[src/rtl/rns_rev_pkg.sv]
// Shared widths, FSM state type and coefficient mapping for the
// {2^N+1, 2^N, 2^N-1} RNS-to-binary reverse scheduler.
package rns_rev_pkg;
    localparam int unsigned N  = 40;
    localparam int unsigned W2 = 2 * N;
    localparam int unsigned W3 = 3 * N;

    typedef enum logic [1:0] {IDLE, ADD1, ADD2, DONE} state_e;

    function automatic logic [W2-1:0] coef_a1(input logic [N:0] x1);
        logic bx;
        bx = x1[N] ^ x1[0];
        return {bx, x1[N-1:1], bx, x1[N-1:1]};
    endfunction

    function automatic logic [W2-1:0] coef_a2(input logic [N-1:0] x2);
        return {~x2, {N{1'b1}}};
    endfunction

    function automatic logic [W2-1:0] coef_a3(input logic [N-1:0] x3);
        return {x3[0], x3[N-1:1], x3[0], x3[N-1:1]};
    endfunction

    // Plain 2N-bit wrap; the end-around correction happens in the adder.
    function automatic logic [W2-1:0] coef_t(input logic [N:0] x1);
        return coef_a1(x1) - {{(W2-N-1){1'b0}}, x1};
    endfunction
endpackage

[src/rtl/rns_reverse_scheduler_if.sv]
// Requester and consumer handshake bundle of the reverse scheduler.
interface rns_reverse_scheduler_if #(
    parameter int unsigned N    = 40,
    parameter int unsigned NREQ = 4,
    parameter int unsigned IDW  = $clog2(NREQ)
);
    logic [NREQ-1:0]       req_valid;
    logic [NREQ-1:0]       req_ready;
    logic [NREQ*(N+1)-1:0] req_x1;
    logic [NREQ*N-1:0]     req_x2;
    logic [NREQ*N-1:0]     req_x3;
    logic                  out_valid;
    logic                  out_ready;
    logic [3*N-1:0]        out_data;
    logic [IDW-1:0]        out_id;

    modport master (
        output req_valid, req_x1, req_x2, req_x3, out_ready,
        input  req_ready, out_valid, out_data, out_id
    );

    modport slave (
        input  req_valid, req_x1, req_x2, req_x3, out_ready,
        output req_ready, out_valid, out_data, out_id
    );
endinterface

[src/rtl/rns_mod_adder_2n.sv]
// Combinational modulo (2^W - 1) adder with canonical zero.
module rns_mod_adder_2n
    import rns_rev_pkg::*;
#(
    parameter int unsigned W = W2
) (
    input  logic [W-1:0] a,
    input  logic [W-1:0] b,
    output logic [W-1:0] y
);
    logic [W:0] s;
    logic [W:0] s1;

    // Selecting a+b+1 on its carry folds 2^W-1 back to zero.
    always_comb begin
        s  = {1'b0, a} + {1'b0, b};
        s1 = s + {{W{1'b0}}, 1'b1};
        y  = s1[W] ? s1[W-1:0] : s[W-1:0];
    end
endmodule

[src/rtl/rns_reverse_scheduler.sv]
// Round-robin shared RNS-to-binary converter: one mod (2^2N-1) adder
// sequenced through two additions per granted request.
module rns_reverse_scheduler
    import rns_rev_pkg::*;
#(
    parameter int unsigned NREQ = 4,
    parameter int unsigned IDW  = $clog2(NREQ)
) (
    input logic                   clk,
    input logic                   rst_n,
    rns_reverse_scheduler_if.slave bus
);
    state_e          state_q, state_d;
    logic [IDW-1:0]  ptr_q, ptr_d;
    logic [IDW-1:0]  id_q, id_d;
    logic [N:0]      x1_q, x1_d, x1_sel;
    logic [N-1:0]    x2_q, x2_d, x2_sel;
    logic [N-1:0]    x3_q, x3_d, x3_sel;
    logic [W2-1:0]   acc_q, acc_d;
    logic            out_valid_q, out_valid_d;
    logic [W3-1:0]   out_data_q, out_data_d;
    logic [IDW-1:0]  out_id_q, out_id_d;
    logic [IDW-1:0]  gnt_idx;
    logic            gnt_vld;
    logic [NREQ-1:0] req_ready_c;
    logic [W2-1:0]   add_a, add_b, add_y;

    always_comb begin
        logic [IDW-1:0] cand;
        gnt_vld = 1'b0;
        gnt_idx = '0;
        for (int unsigned k = 1; k <= NREQ; k++) begin
            cand = IDW'((32'(ptr_q) + k) % NREQ);
            if (!gnt_vld && bus.req_valid[cand]) begin
                gnt_vld = 1'b1;
                gnt_idx = cand;
            end
        end
        x1_sel      = '0;
        x2_sel      = '0;
        x3_sel      = '0;
        req_ready_c = '0;
        for (int unsigned i = 0; i < NREQ; i++) begin
            if (IDW'(i) == gnt_idx) begin
                x1_sel         = bus.req_x1[i*(N+1) +: N+1];
                x2_sel         = bus.req_x2[i*N +: N];
                x3_sel         = bus.req_x3[i*N +: N];
                req_ready_c[i] = (state_q == IDLE) && gnt_vld;
            end
        end
    end

    assign add_a = (state_q == ADD1) ? coef_a2(x2_q) : acc_q;
    assign add_b = (state_q == ADD1) ? coef_a3(x3_q) : coef_t(x1_q);

    rns_mod_adder_2n #(.W(W2)) u_add (
        .a (add_a),
        .b (add_b),
        .y (add_y)
    );

    always_comb begin
        state_d     = state_q;
        ptr_d       = ptr_q;
        id_d        = id_q;
        x1_d        = x1_q;
        x2_d        = x2_q;
        x3_d        = x3_q;
        acc_d       = acc_q;
        out_valid_d = out_valid_q;
        out_data_d  = out_data_q;
        out_id_d    = out_id_q;
        case (state_q)
            IDLE: if (gnt_vld) begin
                x1_d    = x1_sel;
                x2_d    = x2_sel;
                x3_d    = x3_sel;
                id_d    = gnt_idx;
                ptr_d   = gnt_idx;
                state_d = ADD1;
            end
            ADD1: begin
                acc_d   = add_y;
                state_d = ADD2;
            end
            ADD2: begin
                out_data_d  = {add_y, x2_q};
                out_id_d    = id_q;
                out_valid_d = 1'b1;
                state_d     = DONE;
            end
            DONE: if (bus.out_ready) begin
                out_valid_d = 1'b0;
                state_d     = IDLE;
            end
            default: state_d = IDLE;
        endcase
    end

    always_ff @(posedge clk) begin
        if (!rst_n) begin
            state_q     <= IDLE;
            ptr_q       <= IDW'(NREQ - 1);
            id_q        <= '0;
            x1_q        <= '0;
            x2_q        <= '0;
            x3_q        <= '0;
            acc_q       <= '0;
            out_valid_q <= 1'b0;
            out_data_q  <= '0;
            out_id_q    <= '0;
        end else begin
            state_q     <= state_d;
            ptr_q       <= ptr_d;
            id_q        <= id_d;
            x1_q        <= x1_d;
            x2_q        <= x2_d;
            x3_q        <= x3_d;
            acc_q       <= acc_d;
            out_valid_q <= out_valid_d;
            out_data_q  <= out_data_d;
            out_id_q    <= out_id_d;
        end
    end

    assign bus.req_ready = req_ready_c;
    assign bus.out_valid = out_valid_q;
    assign bus.out_data  = out_data_q;
    assign bus.out_id    = out_id_q;
endmodule

[src/flat_wrapper.sv]
// flat-port wrapper written by rule: the top's interface ports become plain ports
module rns_reverse_scheduler_flat import rns_rev_pkg::*;
#(
    parameter int unsigned NREQ = 4,
    parameter int unsigned IDW  = $clog2(NREQ)
)
  (clk, rst_n, bus_req_valid, bus_req_x1, bus_req_x2, bus_req_x3, bus_out_ready, bus_req_ready, bus_out_valid, bus_out_data, bus_out_id);
  rns_reverse_scheduler_if #(.N(N), .NREQ(NREQ), .IDW(IDW)) bus_i ();
  input logic clk;
  input logic rst_n;
  input wire logic [$bits(bus_i.req_valid)-1:0] bus_req_valid;
  input wire logic [$bits(bus_i.req_x1)-1:0] bus_req_x1;
  input wire logic [$bits(bus_i.req_x2)-1:0] bus_req_x2;
  input wire logic [$bits(bus_i.req_x3)-1:0] bus_req_x3;
  input wire logic [$bits(bus_i.out_ready)-1:0] bus_out_ready;
  output wire logic [$bits(bus_i.req_ready)-1:0] bus_req_ready;
  output wire logic [$bits(bus_i.out_valid)-1:0] bus_out_valid;
  output wire logic [$bits(bus_i.out_data)-1:0] bus_out_data;
  output wire logic [$bits(bus_i.out_id)-1:0] bus_out_id;
  assign bus_i.req_valid = bus_req_valid;
  assign bus_i.req_x1 = bus_req_x1;
  assign bus_i.req_x2 = bus_req_x2;
  assign bus_i.req_x3 = bus_req_x3;
  assign bus_i.out_ready = bus_out_ready;
  assign bus_req_ready = bus_i.req_ready;
  assign bus_out_valid = bus_i.out_valid;
  assign bus_out_data = bus_i.out_data;
  assign bus_out_id = bus_i.out_id;
  rns_reverse_scheduler #(.NREQ(NREQ), .IDW(IDW)) u_core (.clk(clk), .rst_n(rst_n), .bus(bus_i));
endmodule
[config.mk]
export PLATFORM = sky130hd
export DESIGN_NAME = rns_reverse_scheduler_flat
export DESIGN_NICKNAME = d
export VERILOG_FILES = /design/src/rtl/rns_rev_pkg.sv /design/src/rtl/rns_reverse_scheduler_if.sv /design/src/rtl/rns_mod_adder_2n.sv /design/src/rtl/rns_reverse_scheduler.sv /design/src/flat_wrapper.sv
export SDC_FILE = /design/constraint.sdc
export NUM_CORES = 1
export LEC_CHECK = 0
export CORE_AREA = 2 2 290 292
export CTS_CLUSTER_DIAMETER = 30
export DETAILED_ROUTE_END_ITERATION = 10
export DIE_AREA = 0 0 292 294
export HOLD_SLACK_MARGIN = 0.12
export MAX_ROUTING_LAYER = met4
export SLEW_MARGIN = 10
export SYNTH_ARGS = -nofsm -noshare
export SYNTH_HDL_FRONTEND = slang
export SYNTH_SLANG_ARGS = --single-unit
[constraint.sdc]
create_clock -name clk -period 8.3 [get_ports clk]
set_input_delay 1.245 -clock clk [delete_from_list [all_inputs] [get_ports clk]]
set_output_delay 1.245 -clock clk [all_outputs]
set_load 0.005 [all_outputs]
==> flow_summary.toml <==
[floorplanning]
start_util_pct = 34.8
std_cell_rows = 106
dieArea_mm2 = 0.0858
die_y_um = 294
io_pins = 618
core_mm2 = 0.0829
die_w_um = 292

[cells_and_area]
multiInputGateArea_mm2 = 0.0212
seqCellArea_mm2 = 0.00661
drive_gt1_share_pct = 17.6
syn_to_final_growth_pct = 47.9
nets = 5571
final_cell_area_mm2 = 0.0426
nFillCells = 8045

[sta]
skew_ps = 27.0
hold_violations = 0
period_share_pct = 96.2
slew_headroom_pct = 25.6
worstMarginPinSlew_ps = 1120
setup_viol = 0
slew_violations = 0
holdWs_ps = 460
max_freq_mhz = 125
layout_min_cycle_time_ps = 7990

[drt]
dr_total_vias = 34244
drt-wirelength-per-cell_um = 23.4
drtIter0Drc = 3333
via_per_inst = 5.64
drc_errors = 0
drtAntennaViolNets = 0
drt-total-wl_um = 142000
dr.pass1.iters = 6

[setup_path]
r2r_setup_slack_ps = 310
slowest_stage = "a2111oi_1"
path_max_fanout = 8
r2r_end = "u_core.bus.out_data[82]"
reg2reg_from = "u_core.x1_q[1]"
crit_type = "reg2reg"
critPathCaptureType = "flip-flop"
cpMostUsedCell = "buf_4"
worstSetupStartpointType = "flip-flop"
required_ps = 8770
worstPathArrival_ps = 8450
cpPeakStageDelay_ps = 420
reg2regPathDepth = 40

[global_route]
antenna_found_initial = 11
grt_pass1_vias = 31927
grt_pass1_wl_um = 206000
grt_overflow = 0
grt_max_degree = 188
grt_use_total_pct = 32.6

[synth]
synthFlopType = "dfxtp_1"
syn_avg_cell_area_um2 = 7.21
synth_area_mm2 = 0.0288
synth-simple-area-share_pct = 26.8
synth_area_leaders = "dfxtp_1 (23%), a21oi_1 (7.7%), ha_1 (7.1%), nand2_1 (6.9%), nor2_1 (4.8%)"
yosysTopAreaCell = "dfxtp_1"
syn_nets = 4650
synthDistinctLibCells = 104
synthMuxAreaShare_pct = 4.39
async_flop_share_pct = 0
ys_ff_latch = 330
synth_top_family_by_area = "compound AO/OA/AOI/OAI gates"
yosys_warnings = 0
synth_adder_area_share_pct = 7.22
yosysMostFrequentCell = "nand2_1"
synth_common_cells = "nand2_1 (531), a21oi_1 (443), nor2_1 (371)"
synthDominantCellAreaShare_pct = 22.9
synth_compound_area_share_pct = 27.9
synth_xor_xnor_area_share_pct = 5.62
synth_edf_count = 0
seq_area_frac_synth_pct = 22.9
synth_cells = 3994

[placement]
gp_congestion = 1.07
hpwl_um = 115000
numPortBuffers = 617
dpl-instance-area_mm2 = 0.0391

[clock_tree]
cts.reportedPaths.clkPinSlew_ps = 40
cts_tree = "built"
clk_latency_ps = 640
clock_tree.buffer_depth = 3
htreeDepth = 3
cts_buffers = 84
clock_sinks = 330
root_buffer = "clkbuf_16"

[status]
outcome = "finished clean"

[hold_path]
hold_depth = 2
hold_class = "reg2reg"
min_to = "u_core.id_q[0]"
min_from = "u_core.id_q[0]"

[flow_run]
cap_violations = 0
==> layout by cell type (no fill, tap or decap), types with 11 or more instances in the layout <==
master / Yosys / layout
clkdlybuf4s50_1: 0 / 616
nand2_1: 531 / 530
buf_4: 4 / 491
a21oi_1: 443 / 433
nor2_1: 371 / 365
dfxtp_1: 330 / 330
o21ai_0: 221 / 209
ha_1: 163 / 158
a211oi_1: 154 / 148
and2_1: 144 / 144
xnor2_1: 132 / 126
a311oi_1: 124 / 122
inv_1: 98 / 98
nor3_1: 95 / 90
clkbuf_16: 0 / 85
nand3_1: 82 / 80
mux2i_1: 72 / 70
nand4_1: 70 / 70
and3_1: 52 / 51
or2_2: 49 / 49
xor2_1: 53 / 49
mux2_2: 45 / 45
a21o_1: 36 / 36
o211ai_1: 28 / 28
or3_1: 27 / 26
a31oi_1: 26 / 26
o21ai_1: 16 / 26
o21bai_1: 24 / 24
nor4_1: 25 / 18
o21a_1: 19 / 18
nand2b_1: 17 / 17
nor2b_1: 18 / 17
and4_1: 17 / 15
o31ai_1: 16 / 14
o2111ai_1: 14 / 14
clkbuf_8: 0 / 13
clkbuf_1: 237 / 12
clkinv_2: 0 / 11
bufinv_16: 0 / 11
==> through the flow <==
stage / setup TNS [ps] / setup WS, ps / utilization [%] / instances
6_report: 0 / 315 / 51.4 / 6071
3_5_place_dp: 0 / 10.9 / 47.2 / 5901
5_1_grt: -428 / -48.4 / 51.4 / 6070
3_3_place_gp: 0 / 80.2 / 47.2 / 5901
4_1_cts: 0 / 54.5 / 50.8 / 6056
2_1_floorplan: 0 / 306 / - / 3994
==> critical path: cells and delay by family, from the launching register on <==
kind	cells	cell delay, ps
xor+xnor	2	220
buf+inv	10	1500
flops	1	320
compound gates	14	2770
fa+ha+maj	3	960
mux	1	340
simple gates	10	1690
==> cell type report <==
| class | count | area share [%] |
|---|---|---|
| multi-input combinational | 3282 | 49.8 |
| timing repair buffer | 1117 | 23.6 |
| sequential | 330 | 15.5 |
| clock buffer | 110 | 5.52 |
| tap | 1080 | 3.17 |
| clock inverter | 45 | 1.47 |
| inverter | 100 | 0.899 |
| antenna | 7 | 0.0411 |
==> logic make-up after synthesis <==
family	count (synthesis)
AO/OA/AOI/OAI	1241
XOR/XNOR	185
adder cells (fa/ha/maj)	165
buffers and inverters	382
flip-flops	330
multiplexers	119
AND/OR/NAND/NOR	1572
==> worst max-delay path by stage <==
stage                         startpoint                  endpoint  cells after the start
final                     u_core.x1_q[1]   u_core.bus.out_data[82]                     40
after global placement    u_core.x1_q[2]   u_core.bus.out_data[41]                     38
after CTS                 u_core.x1_q[1]          u_core.acc_q[23]                     39
after global routing      u_core.x1_q[1]  u_core.bus.out_data[111]                     39
after floorplan           u_core.x1_q[2]   u_core.bus.out_data[92]                     32
after detailed placement  u_core.x1_q[2]          u_core.acc_q[43]                     37
==> metal layers <==
layer	vias up	part of all wire (%)	global-route usage [%]
li1	16438	-	-
met1	16139	45	44.0
met2	1442	44	49.6
met3	225	7.9	5.51
met4	0	3.3	9.71
met5	-	0	-
==> state kept, by name, indices dropped and copies added (netlist names) <==
signal,cells
u_core.bus.out_data,120
u_core.acc_q,80
u_core.x1_q,41
u_core.x2_q,40
u_core.x3_q,40
u_core.bus.out_id,2
u_core.id_q,2
u_core.ptr_q,2
u_core.state_q,2
u_core.bus.out_valid,1
==> timing repair <==
action	4_1_cts	5_1_grt
pin swaps	0	20
endpoints found under the setup margin	13	160
buffers inserted	0	8
hold buffers	0	0
gates resized for setup	2	96
Power is left out: the tool's default activity adds up to more than one toggle a clock period on the data nets, which glitch-free logic cannot reach.
